--- src/rtl/just_pass_pkg.sv ---
// Shared types for the Just_Pass arbiter slice.
// Holds the controller state encoding and the in-flight tag record.
package just_pass_pkg;

  localparam int DATA_WIDTH_DEF = 8;
  localparam int TAG_ID_W       = 4;

  typedef enum logic [1:0] {
    DPRST = 2'd0,
    WARM  = 2'd1,
    RUN   = 2'd2,
    DRAIN = 2'd3
  } state_e;

  typedef struct packed {
    logic                valid;
    logic [TAG_ID_W-1:0] id;
  } tag_t;

endpackage

--- src/rtl/just_pass_arbiter_if.sv ---
// Requester-side bundle: request handshake plus response strobe.
// The arbiter takes the slave view, requesters the master view.
interface just_pass_arbiter_if #(
  parameter int N_REQ      = 4,
  parameter int DATA_WIDTH = 8
);

  logic [N_REQ-1:0]            req_valid;
  logic [N_REQ*DATA_WIDTH-1:0] req_data;
  logic [N_REQ-1:0]            req_ready;
  logic [N_REQ-1:0]            rsp_valid;
  logic [DATA_WIDTH-1:0]       rsp_data;
  logic                        rsp_bool;

  modport master (
    output req_valid, req_data,
    input  req_ready, rsp_valid, rsp_data, rsp_bool
  );

  modport slave (
    input  req_valid, req_data,
    output req_ready, rsp_valid, rsp_data, rsp_bool
  );

endinterface

--- src/rtl/rr_arbiter.sv ---
// Round-robin arbiter: first asserted request at or after the pointer.
// Pointer moves past the winner only when something is granted.
module rr_arbiter #(
  parameter int N_REQ = 4
) (
  input  logic                     clk,
  input  logic                     rstn,
  input  logic [N_REQ-1:0]         req,
  output logic [N_REQ-1:0]         gnt,
  output logic [$clog2(N_REQ)-1:0] gnt_idx,
  output logic                     gnt_any
);

  localparam int ID_W = $clog2(N_REQ);
  localparam logic [ID_W-1:0] LAST = ID_W'(N_REQ - 1);

  logic [ID_W-1:0] ptr_q, ptr_d;
  logic [ID_W-1:0] cand;

  always_comb begin
    gnt     = '0;
    gnt_idx = ptr_q;
    gnt_any = 1'b0;
    cand    = ptr_q;
    for (int i = 0; i < N_REQ; i++) begin
      if (!gnt_any && req[cand]) begin
        gnt_any = 1'b1;
        gnt_idx = cand;
      end
      cand = (cand == LAST) ? '0 : cand + 1'b1;
    end
    if (gnt_any) gnt[gnt_idx] = 1'b1;
  end

  always_comb begin
    ptr_d = ptr_q;
    if (gnt_any)
      ptr_d = (gnt_idx == LAST) ? '0 : gnt_idx + 1'b1;
  end

  always_ff @(posedge clk or negedge rstn) begin
    if (!rstn) ptr_q <= '0;
    else       ptr_q <= ptr_d;
  end

endmodule

--- src/rtl/just_pass_arbiter.sv ---
// Shares one Just_Pass datapath between N_REQ requesters and routes
// each result back to its issuer; also sequences datapath reset/flush.
module just_pass_arbiter
  import just_pass_pkg::*;
#(
  parameter int DATA_WIDTH = DATA_WIDTH_DEF,
  parameter int N_REQ      = 4,
  parameter int DP_LATENCY = 1,
  parameter int RST_CYCLES = 4
) (
  input  logic                  clk,
  input  logic                  rstn,
  just_pass_arbiter_if.slave    bus,
  input  logic                  flush_i,
  output logic                  busy_o,
  output logic                  dp_rstn,
  output logic [DATA_WIDTH-1:0] dp_data_o,
  input  logic [DATA_WIDTH-1:0] dp_data_i,
  input  logic                  dp_bool_i
);

  localparam int ID_W  = $clog2(N_REQ);
  localparam int MAX_C = (RST_CYCLES > DP_LATENCY) ? RST_CYCLES : DP_LATENCY;
  localparam int CNT_W = $clog2(MAX_C) + 1;

  state_e                  state_q, state_d;
  logic [CNT_W-1:0]        cnt_q, cnt_d;
  tag_t [DP_LATENCY:0]     tag_q, tag_d;
  logic [DATA_WIDTH-1:0]   dp_data_q, dp_data_d;

  logic                    run;
  logic [N_REQ-1:0]        gnt;
  logic [ID_W-1:0]         gnt_idx;
  logic                    gnt_any;
  logic                    any_tag;
  tag_t                    last;
  logic [N_REQ-1:0]        rsp_valid;

  assign run = (state_q == RUN);

  rr_arbiter #(.N_REQ(N_REQ)) u_rr (
    .clk     (clk),
    .rstn    (rstn),
    .req     (bus.req_valid & {N_REQ{run}}),
    .gnt     (gnt),
    .gnt_idx (gnt_idx),
    .gnt_any (gnt_any)
  );

  always_comb begin
    any_tag = 1'b0;
    for (int k = 0; k <= DP_LATENCY; k++)
      any_tag = any_tag | tag_q[k].valid;
  end

  always_comb begin
    state_d = state_q;
    cnt_d   = cnt_q;
    unique case (state_q)
      DPRST: begin
        if (cnt_q == CNT_W'(RST_CYCLES - 1)) begin
          state_d = WARM;
          cnt_d   = '0;
        end else begin
          cnt_d = cnt_q + 1'b1;
        end
      end
      WARM: begin
        if (cnt_q == CNT_W'(DP_LATENCY - 1)) begin
          state_d = RUN;
          cnt_d   = '0;
        end else begin
          cnt_d = cnt_q + 1'b1;
        end
      end
      RUN: begin
        if (flush_i) state_d = DRAIN;
      end
      DRAIN: begin
        if (!any_tag) begin
          state_d = DPRST;
          cnt_d   = '0;
        end
      end
      default: begin
        state_d = DPRST;
        cnt_d   = '0;
      end
    endcase
  end

  // Stage 0 lines up with dp_data_o; the last stage with dp_data_i.
  always_comb begin
    tag_d          = tag_q;
    tag_d[0].valid = gnt_any;
    tag_d[0].id    = TAG_ID_W'(gnt_idx);
    for (int k = 1; k <= DP_LATENCY; k++)
      tag_d[k] = tag_q[k-1];
    dp_data_d = gnt_any ? bus.req_data[gnt_idx*DATA_WIDTH +: DATA_WIDTH] : '0;
  end

  assign last = tag_q[DP_LATENCY];

  always_comb begin
    rsp_valid = '0;
    for (int i = 0; i < N_REQ; i++)
      rsp_valid[i] = last.valid && (last.id == TAG_ID_W'(i));
  end

  assign bus.req_ready = gnt;
  assign bus.rsp_valid = rsp_valid;
  assign bus.rsp_data  = last.valid ? dp_data_i : '0;
  assign bus.rsp_bool  = last.valid & dp_bool_i;

  assign busy_o    = !(run && !any_tag);
  assign dp_rstn   = (state_q != DPRST);
  assign dp_data_o = dp_data_q;

  always_ff @(posedge clk or negedge rstn) begin
    if (!rstn) begin
      state_q   <= DPRST;
      cnt_q     <= '0;
      tag_q     <= '0;
      dp_data_q <= '0;
    end else begin
      state_q   <= state_d;
      cnt_q     <= cnt_d;
      tag_q     <= tag_d;
      dp_data_q <= dp_data_d;
    end
  end

endmodule

--- src/flat_wrapper.sv ---
// flat-port wrapper written by rule: the top's interface ports become plain ports
module just_pass_arbiter_flat import just_pass_pkg::*;
#(
  parameter int DATA_WIDTH = DATA_WIDTH_DEF,
  parameter int N_REQ      = 4,
  parameter int DP_LATENCY = 1,
  parameter int RST_CYCLES = 4
)
  (clk, rstn, flush_i, busy_o, dp_rstn, dp_data_o, dp_data_i, dp_bool_i, bus_req_valid, bus_req_data, bus_req_ready, bus_rsp_valid, bus_rsp_data, bus_rsp_bool);
  just_pass_arbiter_if #(.N_REQ(N_REQ), .DATA_WIDTH(DATA_WIDTH)) bus_i ();
  input  logic clk;
  input  logic rstn;
  input  logic flush_i;
  output logic busy_o;
  output logic dp_rstn;
  output logic [DATA_WIDTH-1:0] dp_data_o;
  input  logic [DATA_WIDTH-1:0] dp_data_i;
  input  logic dp_bool_i;
  input wire logic [$bits(bus_i.req_valid)-1:0] bus_req_valid;
  input wire logic [$bits(bus_i.req_data)-1:0] bus_req_data;
  output wire logic [$bits(bus_i.req_ready)-1:0] bus_req_ready;
  output wire logic [$bits(bus_i.rsp_valid)-1:0] bus_rsp_valid;
  output wire logic [$bits(bus_i.rsp_data)-1:0] bus_rsp_data;
  output wire logic [$bits(bus_i.rsp_bool)-1:0] bus_rsp_bool;
  assign bus_i.req_valid = bus_req_valid;
  assign bus_i.req_data = bus_req_data;
  assign bus_req_ready = bus_i.req_ready;
  assign bus_rsp_valid = bus_i.rsp_valid;
  assign bus_rsp_data = bus_i.rsp_data;
  assign bus_rsp_bool = bus_i.rsp_bool;
  just_pass_arbiter #(.DATA_WIDTH(DATA_WIDTH), .N_REQ(N_REQ), .DP_LATENCY(DP_LATENCY), .RST_CYCLES(RST_CYCLES)) u_core (.clk(clk), .rstn(rstn), .bus(bus_i), .flush_i(flush_i), .busy_o(busy_o), .dp_rstn(dp_rstn), .dp_data_o(dp_data_o), .dp_data_i(dp_data_i), .dp_bool_i(dp_bool_i));
endmodule
--- config.mk ---
export PLATFORM = sky130hd
export DESIGN_NAME = just_pass_arbiter_flat
export DESIGN_NICKNAME = d
export VERILOG_FILES = /design/src/rtl/just_pass_pkg.sv /design/src/rtl/just_pass_arbiter_if.sv /design/src/rtl/rr_arbiter.sv /design/src/rtl/just_pass_arbiter.sv /design/src/flat_wrapper.sv
export SDC_FILE = /design/constraint.sdc
export NUM_CORES = 1
export LEC_CHECK = 0
export ABC_AREA = 0
export ABC_CLOCK_PERIOD_IN_PS = 3410
export CELL_PAD_IN_SITES_DETAIL_PLACEMENT = 1
export CELL_PAD_IN_SITES_GLOBAL_PLACEMENT = 1
export CORE_MARGIN = 5
export CORE_UTILIZATION = 31
export CTS_CLUSTER_DIAMETER = 200
export DETAILED_ROUTE_END_ITERATION = 8
export GPL_ROUTABILITY_DRIVEN = 0
export PLACE_DENSITY = 0.9
export SETUP_SLACK_MARGIN = 0.05
export SYNTH_ARGS = -nofsm -noshare
export SYNTH_HDL_FRONTEND = slang
export SYNTH_SLANG_ARGS = --single-unit
export TNS_END_PERCENT = 50
--- constraint.sdc ---
create_clock -name clk -period 3.41 [get_ports clk]
set_input_delay 0.5115 -clock clk [delete_from_list [all_inputs] [get_ports clk]]
set_output_delay 0.5115 -clock clk [all_outputs]
set_load 0.02 [all_outputs]
# Yosys cells after proc, flatten, opt, wreduce, memory -nomap -nowiden
# Cells that the tools add are included.
[op_classes]
n_reduce_logical = 21
n_lt_le_gt_ge = 6
multipliers = 0
mux = 33
n_eq_ne = 15
n_addsub = 5
n_div = 0
n_bitwise = 3
n_shift = 1
[ops]
columns = ["cell", "n"]
rows = [
  ["$shiftx A32 B6 Y8", 1],
  ["$mux W2", 11],
  ["$eq A2 B2 Y1 const B", 8],
  ["$mux W8", 2],
  ["$lt A2 B3 Y1 const B", 5],
  ["$logic_and A1 B1 Y1", 9],
  ["$mux W1", 9],
  ["$mux W3", 3],
  ["$pmux W3 S3", 1],
  ["$add A2 B1 Y2 const B", 4],
  ["$bmux W1 S2", 4],
  ["$pmux W2 S4", 1],
  ["$logic_not A1 Y1", 5],
  ["$and A4 B4 Y4", 1],
  ["$eq A2 B1 Y1 const B", 2],
  ["$logic_not A4 Y1", 1],
  ["$mux W4", 1],
  ["$ne A2 B1 Y1 const B", 2],
  ["$ne A2 B2 Y1 const B", 2],
  ["$reduce_and A4 Y1", 1],
  ["$add A3 B1 Y3 const B", 1],
  ["$eq A3 B2 Y1 const B", 1],
  ["$logic_not A3 Y1", 1],
  ["$reduce_bool A3 Y1", 1],
  ["7 further kinds", 7],
]
[word_totals]
out_inout_bits = 27
latchBits = 0
romBits = 0
in_bits = 48
register_bits = 21
word_cells = 92
memories = 0
mem_bits_rw = 0

# Depth between registers and ports, before layout
# Gate-level depths: netlist of run 1.
[logic_depth]
depth_word = 19
depth_mapped = 12
ltp_nobuf = 10

# Cells and area by module
# Synthesis of run 1 repeated with hierarchy kept, for this count alone.
[hier_totals]
cells_unflattened = 176
hier_area_um2 = 1815.5
[modules_own_cells]
columns = ["module", "cells_each", "area_each_um2", "n_inst", "seq_area_each_um2"]
rows = [
  ["just_pass_arbiter", 97, 1163.6, 1, 475.5],
  ["rr_arbiter", 79, 651.9, 1, 50.0],
]

# Least setup slack after synthesis of run 1
# OpenSTA, ideal clock, no wires.
[synth_path]
path_type = "reg2out"
from = "register u_core.u_rr.ptr_q[1]"
to = "output port bus_req_ready[0]"
stages_incl_launch_ff = 11
arrival_time_ps = 2625
t_required_ps = 2898
n_path_buf = 1
setup_slack_ps = 274
path_cell_list = "dfrtp_1 > ha_1 > clkbuf_1 > or4b_1 > o21ai_0 > a211oi_1 > o31a_1 > or3_1 > inv_1 > ha_1 > and2_1"
[synth_between]
elab_chain_len = 17
elab_cells_between_ends = 36
classes_between = "add/sub (3); order compare (2); eq/ne (3); mux (21); reduce/logical (7)"
[synth_rtl]
columns = ["item", "line_no", "rtl"]
rows = [
  ["start, declared", "rr_arbiter.sv:17", "logic [ID_W-1:0] ptr_q, ptr_d;"],
  ["start signal, assigned", "rr_arbiter.sv:43", "else ptr_q <= ptr_d;"],
  ["parallel branches: the longest is 11 deep, another holds $add A2 B1 Y2", "-", ""],
  ["$mux W2 (*)", "rr_arbiter.sv:26", "if (!gnt_any && req[cand]) begin"],
  ["named net u_core.gnt_idx[0]", "just_pass_arbiter.sv:33", "logic [ID_W-1:0] gnt_idx;"],
  ["$lt A2 B3 Y1 (not written as such) / $ge A2 B1 Y1 (equally long branches)", "rr_arbiter.sv:32", "if (gnt_any) gnt[gnt_idx] = 1'b1;"],
  ["$logic_and A1 B1 Y1 (not written as such)", "rr_arbiter.sv:32", ""],
  ["$mux W1 (not written as such)", "rr_arbiter.sv:32", ""],
  ["$demux W1 S2 (*)", "rr_arbiter.sv:32", ""],
  ["$mux W4 (*)", "rr_arbiter.sv:32", ""],
  ["end, declared", "flat_wrapper.sv:21", "output wire logic [$bits(bus_i.req_ready)-1:0] bus_req_ready;"],
]
# Mark *: on every way through the listed nets, which the timed path passes. The select of a mux whose other input is x is not followed.

# Final worst setup path of run 1
[layout_path]
from = "register u_core.u_rr.ptr_q[0]"
to = "output port bus_req_ready[0]"
[layout_between]
elab_chain_len = 17
elab_cells_between_ends = 36
classes_between = "add/sub (3); order compare (2); eq/ne (3); mux (21); reduce/logical (7)"
[layout_rtl]
columns = ["item", "line_no"]
rows = [
  ["parallel branches: the longest is 16 deep, another holds $lt A2 B3 Y1", "-"],
  ["$mux W4 (*)", "rr_arbiter.sv:32"],
]
# Every way passes the cells marked *. The select of a mux whose other input is x is not followed.

==> results.toml, run 1 <==
[outcome]
outcome = "finished, final reports clean"

[clock_network]
clkLatencyLatePin_ns = 0.25
cts_tree = "yes"
h-tree-depth = 1
clkTransAtPathRegs_ns = 0.08
cts-buffers-inserted = 3
clock_sinks = 21
clockBufferDepth = 2
clockRootBuffer = "clkbuf_8"

[power_and_ir_drop]
power.internal_mw = 1.69
powerDensity_nw_per_um2 = 1120
seq_power_share_pct = 14.3
switching_power_mw = 1.51
ir_drop_uv = 608
clock_power_share_pct = 5.1
pwr-share-comb_pct = 80.6
total_power_mw = 3.20
p_leak_nw = 1.26
swShare_pct = 47.3

[worst_setup_path]
startpoint_type = "flop"
crit_chain = "ha_4 -> buf_4 -> o211ai_1 -> o21ai_2 -> buf_4 -> nor4_4 -> a211oi_4 -> buf_4 -> ha_1 -> and2_4 -> buf_6"
slowest_delay_ns = 0.44
reg2reg_depth = 11
end_kind = "output port"
cp_num_buf_inv = 4
crit_path_top_delay_cell = "dfrtp_2"
r2r_end = "u_core.dp_data_o[2]$_DFF_PN0_"
cp.arrival_ns = 2.83
required_ns = 2.90
worst-path-max-fanout = 6
cp_common_cell = "buf_4"
crit-reg2reg-launch = "u_core.u_rr.ptr_q[0]$_DFFE_PN0P_"
reg2reg_slack_ns = 0.51
critical-path-top-delay-family = "buffers and inverters"
crit_type = "flop to output port"

[min_path]
hp-class = "flop to flop"
min_from = "u_core.tag_d[5]$_DFF_PN0_"
min_path_cells = 0
min_delay_worst_endpoint = "u_core.last[0]$_DFF_PN0_"

[floorplanning]
start_util_pct = 32.5
io_pins = 75
rows = 26
die_w_um = 83.8
design.core.area_um2 = 5200
die_h_um = 83.8
die_area_um2 = 7030

[route]
vias = 1761
drt-pass1-iter-count = 4
wl_per_cell_um = 18.4
drcViolationCount = 0
antenna_left = 0
drtIter0Drc = 70
routed_wl_um = 6320
via_per_inst = 5.13

[synthesis]
syn_avg_cell_area_um2 = 9.66
syn_inst = 175
synth-seq-cells = 21
dominantRegCellSynth = "dfrtp_1"
synth_edf_count = 0
ys_seq_area_share_pct = 31.1
synth_cell_types = 39
synth_area_um2 = 1690
synth-warning-count = 0
async_reset_ff_share_pct = 100
syn_nets = 238

[cells_and_area]
fin_util_pct = 55.0
n_antenna_cell = 0
fillers = 583
drive_above_1_share_pct = 28.2
multiInputGateArea_um2 = 1190
nets = 337
syn_to_final_growth_pct = 69.4
final_cells = 343
regArea_um2 = 527

[run]
maxCapViolCount = 0

[placement]
port_buffers = 74
dp_slack_ns = -0.575
dp_hpwl_um = 4530
place_inst = 332

[sta]
setup_viol = 0
period_needed_ns = 3.35
hold_viol = 0
final_max_slew_viol_count = 0
holdWs_ns = 0.364
slew_headroom_pct = 34.0
skew_ns = 0.000911
period_share_pct = 98.1
fmax_ghz = 0.299
rsz0062_at_grt = "yes"
tightest_slew_ns = 0.986
fin_ws_ns = 0.0646

[grt]
grt_pass1_wl_um = 9340
grt.total_usage_pct = 16.1
grt_max_degree = 22
grt_overflow = 0
antenna_found_initial = 0
grt_pass1_vias = 1904
-- state kept, by name, indices dropped and copies added, names as in the netlist --
signal	flops
u_core.tag_d	3
u_core.u_rr.ptr_q	2
u_core.cnt_q	3
u_core.last	3
u_core.dp_data_o	8
u_core.state_q	2
-- power groups by stage --
stage	Combinational (mW)	Sequential, mW	Clock, mW
3_3_place_gp	2.11	0.442	0
2_1_floorplan	1.40	0.471	0
5_1_grt	2.78	0.475	0.181
3_5_place_dp	2.20	0.456	0
6_report	2.58	0.459	0.163
4_1_cts	2.40	0.450	0.167
-- worst register-to-register path, cell delays in order, from the launching register on --
cell and delay (ns):
dfrtp_2 0.44, ha_4 0.20, buf_4 0.15, o211ai_1 0.32, o21ai_2 0.14, buf_4 0.17
nor4_4 0.36, nand2b_1 0.23, buf_4 0.23, or4b_1 0.21, buf_4 0.21, o22ai_2 0.10
-- placed cells by master, fill, tap and decap left out, types with 8 or more instances in the layout --
| cell type | synthesis | final |
|---|---|---|
| clkdlybuf4s50_1 | 0 | 66 |
| o22ai_2 | 8 | 8 |
| mux2i_1 | 18 | 18 |
| buf_4 | 1 | 28 |
| inv_1 | 13 | 11 |
| ha_1 | 15 | 12 |
| o21ai_0 | 13 | 10 |
| dfrtp_1 | 21 | 20 |
| and2_1 | 14 | 12 |
-- cell type report --
| cell class | instances | area share [%] |
|---|---|---|
| multi-input cells | 131 | 41.5 |
| repair buffers | 104 | 33.7 |
| inverters | 13 | 1.70 |
| clock inverters | 1 | 0.175 |
| flip-flops and latches | 21 | 18.4 |
| well taps | 70 | 3.06 |
| clock buffers | 3 | 1.44 |
-- metal layers --
layer	vias to the layer above	GRT usage [%]	wire length, um	part of all wire (%)
li1	819	-	-	-
met1	844	17.9	2450	39
met2	88	30.9	3280	52
met3	10	3.75	486	7.7
met4	0	3.36	110	1.7
met5	-	0	0	0
-- kinds of logic after synthesis --
logic type               Yosys count  share of synthesized area (%)
flip-flops                        21                           31.1
AND/OR/NAND/NOR                   51                           18.1
adder cells (fa/ha/maj)           15                           11.1
AO/OA/AOI/OAI                     45                           20.7
buffers and inverters             23                           7.11
multiplexers                      20                           12.0
-- synthesized netlist by cell type (4+ instances only) --
| cell | count | share of area (%) |
|---|---|---|
| mux2i_1 | 18 | 11 |
| inv_1 | 13 | 2.9 |
| ha_1 | 15 | 11 |
| nand2_1 | 6 | 1.3 |
| and2_1 | 14 | 5.2 |
| nor2_1 | 7 | 1.6 |
| dfrtp_1 | 21 | 31 |
| o21ai_0 | 13 | 3.8 |
| o22ai_2 | 8 | 5.9 |
| a21oi_1 | 7 | 2.1 |
| a211oi_1 | 4 | 1.8 |
| nand2b_1 | 7 | 2.6 |
-- worst max-delay path by stage --
stage                                     startpoint                to  slack [ns]  depth (start not counted)
CTS                                 bus_req_valid[1]  bus_req_ready[3]        0.04                          9
floorplan           u_core.u_rr.ptr_q[1]$_DFFE_PN0P_  bus_req_ready[0]        0.27                         10
global placement                    bus_req_valid[2]  bus_req_ready[2]       -0.46                         10
finish              u_core.u_rr.ptr_q[0]$_DFFE_PN0P_  bus_req_ready[0]        0.06                         11
global route        u_core.u_rr.ptr_q[0]$_DFFE_PN0P_  bus_req_ready[0]      -0.007                         11
detailed placement                  bus_req_valid[3]  bus_req_ready[3]       -0.58                         10
-- metrics by stage --
stage / TNS [ns] / instance area (um^2)
global route: -0.00662 / 2860
finish: 0 / 2860
CTS: 0 / 2760
floorplan: 0 / 1690
global placement: -1.74 / 2630
detailed placement: -2.14 / 2630
-- what timing repair did --
item	CTS	global route
gates cloned	0	1
resized for setup	44	17
setup endpoints to repair	4	4
buffers inserted	2	4
pin swaps	6	6
hold buffers	0	0
Power figures use the tool's default switching activity.
==> inputs of run 2 (changes only) <==
- ABC_CLOCK_PERIOD_IN_PS: 3410 -> 3900
- CORE_UTILIZATION: 31 -> 33
- PLACE_DENSITY: 0.9 -> not set
- PLACE_DENSITY_LB_ADDON: not set -> 0.1
- clock period: 3.41 -> 3.9 ns (I/O delays scaled with it)
==> results.toml, run 2 (same netlist as run 1, synthesis figures left out) <==
[worst_setup_path]
reg2reg_depth = 9
cp.arrival_ns = 3.04
crit_type = "input pin to output port"
end_kind = "output port"
crit_path_top_delay_cell = "clkdlybuf4s50_1"
crit-reg2reg-launch = "u_core.u_rr.ptr_q[0]$_DFFE_PN0P_"
reg2reg_slack_ns = 0.91
slowest_delay_ns = 0.51
required_ns = 3.31
startpoint_type = "input pin"
r2r_end = "u_core.dp_data_o[7]$_DFF_PN0_"
worst-path-max-fanout = 4
crit_chain = "clkdlybuf4s50_1 -> or3b_2 -> a21boi_2 -> buf_4 -> mux2i_1 -> nor3b_1 -> or3_4 -> ha_1 -> and2_1 -> dlymetal6s2s_1"
worstSetupStartpoint = "bus_req_valid[3]"

[run]
maxCapViolCount = 0

[floorplanning]
start_util_pct = 33.5
rows = 26
die_h_um = 81.6
io_pins = 75
design.core.area_um2 = 5040
die_w_um = 81.6
die_area_um2 = 6650

[sta]
holdWs_ns = 0.363
rsz0062_at_grt = "no"
slew_headroom_pct = 36.1
tightest_slew_ns = 0.955
hold_viol = 0
skew_ns = 0.00702
setup_viol = 0
period_needed_ns = 3.62
fmax_ghz = 0.276
fin_ws_ns = 0.275
period_share_pct = 92.9
final_max_slew_viol_count = 0

[cells_and_area]
largest_register_ffs = 8
syn_to_final_growth_pct = 58.0
final_common_cell = "clkdlybuf4s50_1"
drive_above_1_share_pct = 18.5
n_antenna_cell = 0
nets = 329
layout_common_cells = "70 x clkdlybuf4s50_1, 22 x buf_4, 21 x dfrtp_1"

[grt]
grt.total_usage_pct = 15.2
grt_overflow = 0
antenna_found_initial = 0
grt_max_degree = 22
grt_pass1_wl_um = 7920
grt_pass1_vias = 1657

[route]
antenna_left = 0
via_per_inst = 4.86
vias = 1627
drt-pass1-iter-count = 4
routed_wl_um = 5170
wl_per_cell_um = 15.4
drtIter0Drc = 58
drcViolationCount = 0

[placement]
dp_hpwl_um = 4290
dp_slack_ns = -0.194
port_buffers = 74

[power_and_ir_drop]
p_leak_nw = 1.17
total_power_mw = 2.44
ir_drop_uv = 646
powerDensity_nw_per_um2 = 913

[min_path]
hp-class = "flop to flop"
min_path_cells = 0
min_delay_worst_endpoint = "u_core.last[0]$_DFF_PN0_"
min_from = "u_core.tag_d[5]$_DFF_PN0_"

[clock_network]
clockRootBuffer = "clkbuf_8"
clkLatencyLatePin_ns = 0.27
clockBufferDepth = 2
cts-buffers-inserted = 3
hold_buffers = 0
h-tree-depth = 1
cts_tree = "yes"
clock_sinks = 21
clkTransAtPathRegs_ns = 0.08
post-cts-setup-buffers = 0

[outcome]
outcome = "finished, final reports clean"
## run 2: changes by cell type in the layout (fill, tap and decap cells not counted), sizes merged
cell,delta
dlymetal6s2s,-2
clkbuf,+3
clkdlybuf4s50,+4
buf,-12
dlygate4sd2,-1
## run 2: worst max path at each step
stage / cells past startpoint / end / slack (ns)
after CTS: 10 / bus_req_ready[3] / -0.13
final: 10 / bus_req_ready[3] / 0.28
after floorplan: 10 / bus_req_ready[0] / 0.69
after detailed placement: 11 / bus_req_ready[0] / -0.19
after global routing: 10 / bus_req_ready[3] / 0.13
after global placement: 10 / bus_req_ready[2] / -0.13
## run 2: where the power goes
part           internal [mW]  switching [mW]  total, mW
Clock                 0.0713          0.0755      0.147
Combinational          0.901           0.995       1.90
Sequential             0.326          0.0684      0.394
## run 2: routing by layer
metal / share of wire, % / track usage, % / wire [um]
met3: 5.7 / 2.63 / 295
met5: 0 / 0 / 0
met2: 51 / 27.8 / 2640
met4: 2.1 / 4.65 / 111
met1: 41 / 18.0 / 2120
## run 2: layout make-up
type,count,area (um^2)
Tap cell,70,87.6
Inverter,13,48.8
Clock buffer,3,41.3
Sequential cell,21,526
Multi-Input combinational cell,131,1070
Timing Repair Buffer,96,893
Clock inverter,1,5.00
Fill cell,608,2370
## run 2: critical path, delay by kind of cell
| family | cells | cell delay [ns] |
|---|---|---|
| AOI/OAI and AO/OA | 1 | 0.16 |
| buffers and inverters | 3 | 0.86 |
| adders and majority gates | 1 | 0.18 |
| and+or+nand+nor | 4 | 1.17 |
| muxes | 1 | 0.08 |
## run 2: metrics by stage
stage	TNS, ns	utilization (%)	std cells	area (um^2)
finish	0	53.0	335	2670
global route	0	53.0	335	2670
CTS	-0.134	52.9	335	2670
detailed placement	-0.669	52.1	331	2630
global placement	-0.434	52.1	331	2630
floorplan	0	-	175	1690
## run 2: what timing repair did
action / 4_1_cts / 5_1_grt
gates resized for setup: 4 / 10
gates cloned: 0 / 0
setup endpoints to repair: 4 / 4
